==> config.mk <==
export PLATFORM = sky130hd
export DESIGN_NAME = shift_seq
export DESIGN_NICKNAME = d
export VERILOG_FILES = /design/src/rtl/shift_seq.sv
export SDC_FILE = /design/constraint.sdc
export NUM_CORES = 1
export LEC_CHECK = 0
export ABC_AREA = 1
export CAP_MARGIN = 20
export CORE_AREA = 2 2 66 68
export DETAILED_ROUTE_END_ITERATION = 7
export DIE_AREA = 0 0 68 70
export SYNTH_ARGS = -nofsm -noshare
export SYNTH_HDL_FRONTEND = slang
export SYNTH_SLANG_ARGS = --single-unit
==> constraint.sdc <==
create_clock -name clk -period 3.9 [get_ports clk]
set_input_delay 0.39 -clock clk [delete_from_list [all_inputs] [get_ports clk]]
set_output_delay 0.39 -clock clk [all_outputs]
set_load 0.05 [all_outputs]
==> src/rtl/shift_seq.sv <==
`default_nettype none
// ============================================================================
//  Module   : shift_seq
//  Purpose  : Multi-cycle sequential shifter. An accepted start latches the
//             operand, opcode and step count, then applies one 1-bit shift
//             per clock until the count is exhausted, pulsing done once.
//  Ports    : clk       - clock, all state updates on the rising edge
//             reset     - synchronous active-high reset
//             start     - request a new operation (ignored while busy)
//             shift_op  - 00 hold, 01 left, 10 logical right, 11 arith right
//             amount    - number of 1-bit steps (0..WIDTH-1)
//             shift_in  - operand
//             shift_out - result register
//             busy      - high in SHIFT and DONE
//             done      - one-cycle pulse marking a valid result
//  Revision : 1.0 - initial release
// ============================================================================
module shift_seq #(
  parameter int WIDTH = 16,
  parameter int AMT_W = 4
) (
  input  logic             clk,
  input  logic             reset,
  input  logic             start,
  input  logic [1:0]       shift_op,
  input  logic [AMT_W-1:0] amount,
  input  logic [WIDTH-1:0] shift_in,
  output logic [WIDTH-1:0] shift_out,
  output logic             busy,
  output logic             done
);

  typedef enum logic [1:0] {
    S_IDLE  = 2'd0,
    S_SHIFT = 2'd1,
    S_DONE  = 2'd2
  } state_t;

  localparam logic [1:0] OP_NONE = 2'b00;
  localparam logic [1:0] OP_SLL  = 2'b01;
  localparam logic [1:0] OP_SRL  = 2'b10;
  localparam logic [1:0] OP_SRA  = 2'b11;

  state_t           state_q;
  logic [WIDTH-1:0] shift_q;
  logic [WIDTH-1:0] shift_d;
  logic [1:0]       op_q;
  logic [AMT_W-1:0] cnt_q;
  logic             busy_q;
  logic             done_q;

  // One 1-bit step of the latched operation. Plain bit selects are used so
  // that X/Z in the operand travels with the shifted bits unmasked.
  always_comb begin
    shift_d = shift_q;
    case (op_q)
      OP_NONE: shift_d = shift_q;
      OP_SLL:  shift_d = {shift_q[WIDTH-2:0], 1'b0};
      OP_SRL:  shift_d = {1'b0, shift_q[WIDTH-1:1]};
      OP_SRA:  shift_d = {shift_q[WIDTH-1], shift_q[WIDTH-1:1]};
      default: shift_d = shift_q;
    endcase
  end

  always_ff @(posedge clk) begin
    if (reset) begin
      state_q <= S_IDLE;
      shift_q <= '0;
      op_q    <= OP_NONE;
      cnt_q   <= '0;
      busy_q  <= 1'b0;
      done_q  <= 1'b0;
    end else begin
      case (state_q)
        S_IDLE: begin
          done_q <= 1'b0;
          if (start) begin
            shift_q <= shift_in;
            op_q    <= shift_op;
            cnt_q   <= amount;
            busy_q  <= 1'b1;
            // A zero-step request skips SHIFT and reports on the next cycle.
            if (amount != '0) begin
              state_q <= S_SHIFT;
            end else begin
              state_q <= S_DONE;
              done_q  <= 1'b1;
            end
          end
        end
        S_SHIFT: begin
          shift_q <= shift_d;
          cnt_q   <= cnt_q - AMT_W'(1);
          // The final step is applied on the same edge that moves to DONE.
          if (cnt_q == AMT_W'(1)) begin
            state_q <= S_DONE;
            done_q  <= 1'b1;
          end
        end
        S_DONE: begin
          state_q <= S_IDLE;
          busy_q  <= 1'b0;
          done_q  <= 1'b0;
        end
        default: begin
          state_q <= S_IDLE;
          busy_q  <= 1'b0;
          done_q  <= 1'b0;
        end
      endcase
    end
  end

  assign shift_out = shift_q;
  assign busy      = busy_q;
  assign done      = done_q;

endmodule
`default_nettype wire

==> summary.txt <==
STA
  • Clock skew: slightly above 5 ps
  • Relative slew slack: 51.4%
  • Worst-margin pin slew: between 700 and 800 ps
  • Minimum clock period: 2020 ps
  • Fmax: 0.495 GHz
  • Slew Limit Fails: 0
  • Fin crit share: slightly above 50%
  • PnR worst setup slack: approximately 1900 ps
  • Fin Setup TNS: 0 ps
  • # setup viols final: 0
  • Unrepaired setup endpoints after global routing: no
  • Hold Vio Cnt, Final: 0

Worst setup path
  • Worst path top cell family by delay: flip-flops
  • CP Max Fanout: 26
  • Crit end category: flop
  • Crit path cell chain: inv_1, nand2_1, nand2_2, nand2_4, inv_1, nor2_1, nor2_1
  • Worst path max stage delay: approximately 730 ps
  • Startpoint Class: flop
  • Arrival time at the worst endpoint: approximately 2200 ps
  • Crit Path Class: reg2reg
  • Buf+Inv Stages, Crit Path: 2
  • Slowest-stage cell, CP: dfxtp_1
  • Required time worst endpoint: 4070 ps

Power and ir drop
  • Sw frac: a little over two fifths
  • VDD IR-drop max: 225 µV
  • Share of total power in combinational logic: a little over two fifths
  • Clock network fraction of total power: between 10% and 20%
  • Int Power: approximately 550 µW
  • Leak: ~0.81 nW
  • Power Dens Cells: 512 nW/µm²
  • Switching power total: ~410 µW
  • Total Power: around 970 µW
  • Seq pwr share: between 30% and 40%

Floorplan
  • Die area: roughly 4800 µm²
  • Die Ht: 70 µm
  • Initial Util: approximately a third
  • Die Wd: just under 70 µm
  • Site Rows: 24
  • Placeable Area: 4140 µm²
  • Ports: 43

Clock tree
  • Clk Latency, worst-skew pair: about 280 ps
  • Clock buffer depth: 2
  • Post_cts resized: 0
  • CTS sink count: 26
  • CTS buffer count: 3
  • Hold buffers post-CTS: 0
  • Htree depth: 1
  • CTS root buf: clkbuf_8
  • CTS tree: done
  • Clock-pin slew on the worst setup and hold paths: ~90 ps
  • Setup Fix Bufs, Post-CTS: 0

Synth
  • Synth Warn #: 0
  • Synth unique cells: 23
  • Post-Syn Nets: 242
  • Synth area leader: dfxtp_1
  • Mean Syn Cell Area: 6.69 µm²
  • Yosys top cell area share: 36.2%
  • Largest cells by area after synthesis: dfxtp_1 (36%), o21ai_0 (13%), nand2_1 (11%), nor2_1 (6.8%), inv_1 (6.0%)
  • Syn Inst Count: about 220
  • Cell Area, Synth: 1440 µm²
  • Seq/Total Area, Yosys: a little over a third
  • #FFs+latches synth: 26

GRT
  • Overflow left after global routing: 0
  • GRT Total Usage: between 15 and 20%
  • First-pass GRT wire length: roughly 6400 µm
  • Largest net degree at the start of global routing: 27
  • Initial antenna violation count: 0
  • Vias in the first global route: around 1400

Route
  • Residual DRC: 0
  • Antenna Nets Post-Route: 0
  • Avg Vias per Cell: 4.85
  • 1st-iter DRT viols: 47
  • Pre-antenna DRT Iters: 4
  • Total Wirelength: 3700 µm
  • Vias: ~1500
  • Routed len/inst: 12.3 µm

Status
  • Status: finished, final reports clean

Final layout
  • Antenna diodes: 0
  • Most common cell after layout, fill and taps aside: clkdlybuf4s50_1
  • Final nets: 277
  • Final instance area: approximately 1900 µm²
  • Non-Filler Instances: about 300
  • Most frequent cells in the layout: clkdlybuf4s50_1 (42), nand2_1 (41), o21ai_0 (37)
  • P&R area growth vs syn: 31.5%
  • Layout cells sized above 1: 4.42%

Place
  • IO buf count: 42
  • HPWL after detailed placement: between 2000 and 3000 µm
  • Placed cell areas: around 1800 µm²
  • Place WS: 1900 ps
  • GPL Wtd Cong: 0.752
  • Dpl cells: ~300

Min path
  • Class of the worst hold path: reg2reg

Flow run
  • Maxcap violations: 0
[metrics by stage]
step           utilization, %  hold slack [ps]
3_5_place_dp             44.3              479
4_1_cts                  45.6              493
3_3_place_gp             44.3              464
5_1_grt                  45.6              524
6_report                 45.6              489
2_1_floorplan               -              444
[cells in the mapped netlist (all sizes together)]
cell type	n
dfxtp	26
or2	1
nand3	12
o211ai	2
a21oi	13
a21boi	7
a31oi	1
inv	25
nor2	27
nand2	43
buf	10
o21ai	44
clkbuf	2
ha	2
[power groups by stage]
stage,sequential [mW],clock (mW),combinational [mW]
6_report,0.366,0.180,0.422
5_1_grt,0.374,0.190,0.464
4_1_cts,0.367,0.182,0.425
3_5_place_dp,0.371,0,0.423
3_3_place_gp,0.372,0,0.421
2_1_floorplan,0.474,0,0.203
[state kept, by name, summed over array words and instances, names as in the netlist]
name and cells:
shift_out 16, state_q 2, done 1, op_q 2, cnt_q 4, busy 1
[cell type report]
| cell class | instances | area, µm² |
|---|---|---|
| clock buffer | 4 | 55.1 |
| fill | 429 | 2250 |
| inverter | 25 | 93.8 |
| multi-input combinational | 152 | 736 |
| sequential | 26 | 520 |
| tap | 52 | 65.1 |
| timing repair buffer | 42 | 420 |
[tightest hold or removal path, cell delays in order (launching register included)]
cell	delay, ps
dfxtp_1	330
nand3_1	80
nand2_1	50
[worst paths after layout]
kind	start	to	slack (ps)	cells after the start
worst min-delay path	done	done	490	2
worst min register to register	done	done	490	2
worst max-delay path	op_q[1]	shift_out[13]	1880	7
worst max register to register	op_q[1]	shift_out[13]	1880	7
[per-layer routing]
layer / global-route usage (%) / part of all wire [%]
met1: 23.0 / 49
met2: 27.2 / 45
met3: 3.54 / 5.5
met4: 4.00 / 0.92
met5: 0 / 0
[cell families after synthesis]
| family | count (synthesis) | synth area share [%] |
|---|---|---|
| AND/OR/NAND/NOR | 83 | 24.5 |
| AO/OA/AOI/OAI | 67 | 25.0 |
| buffers and inverters | 37 | 12.6 |
| flip-flops | 26 | 36.2 |
| adder cells (fa/ha/maj) | 2 | 1.74 |
Power figures use the tool's default switching activity.
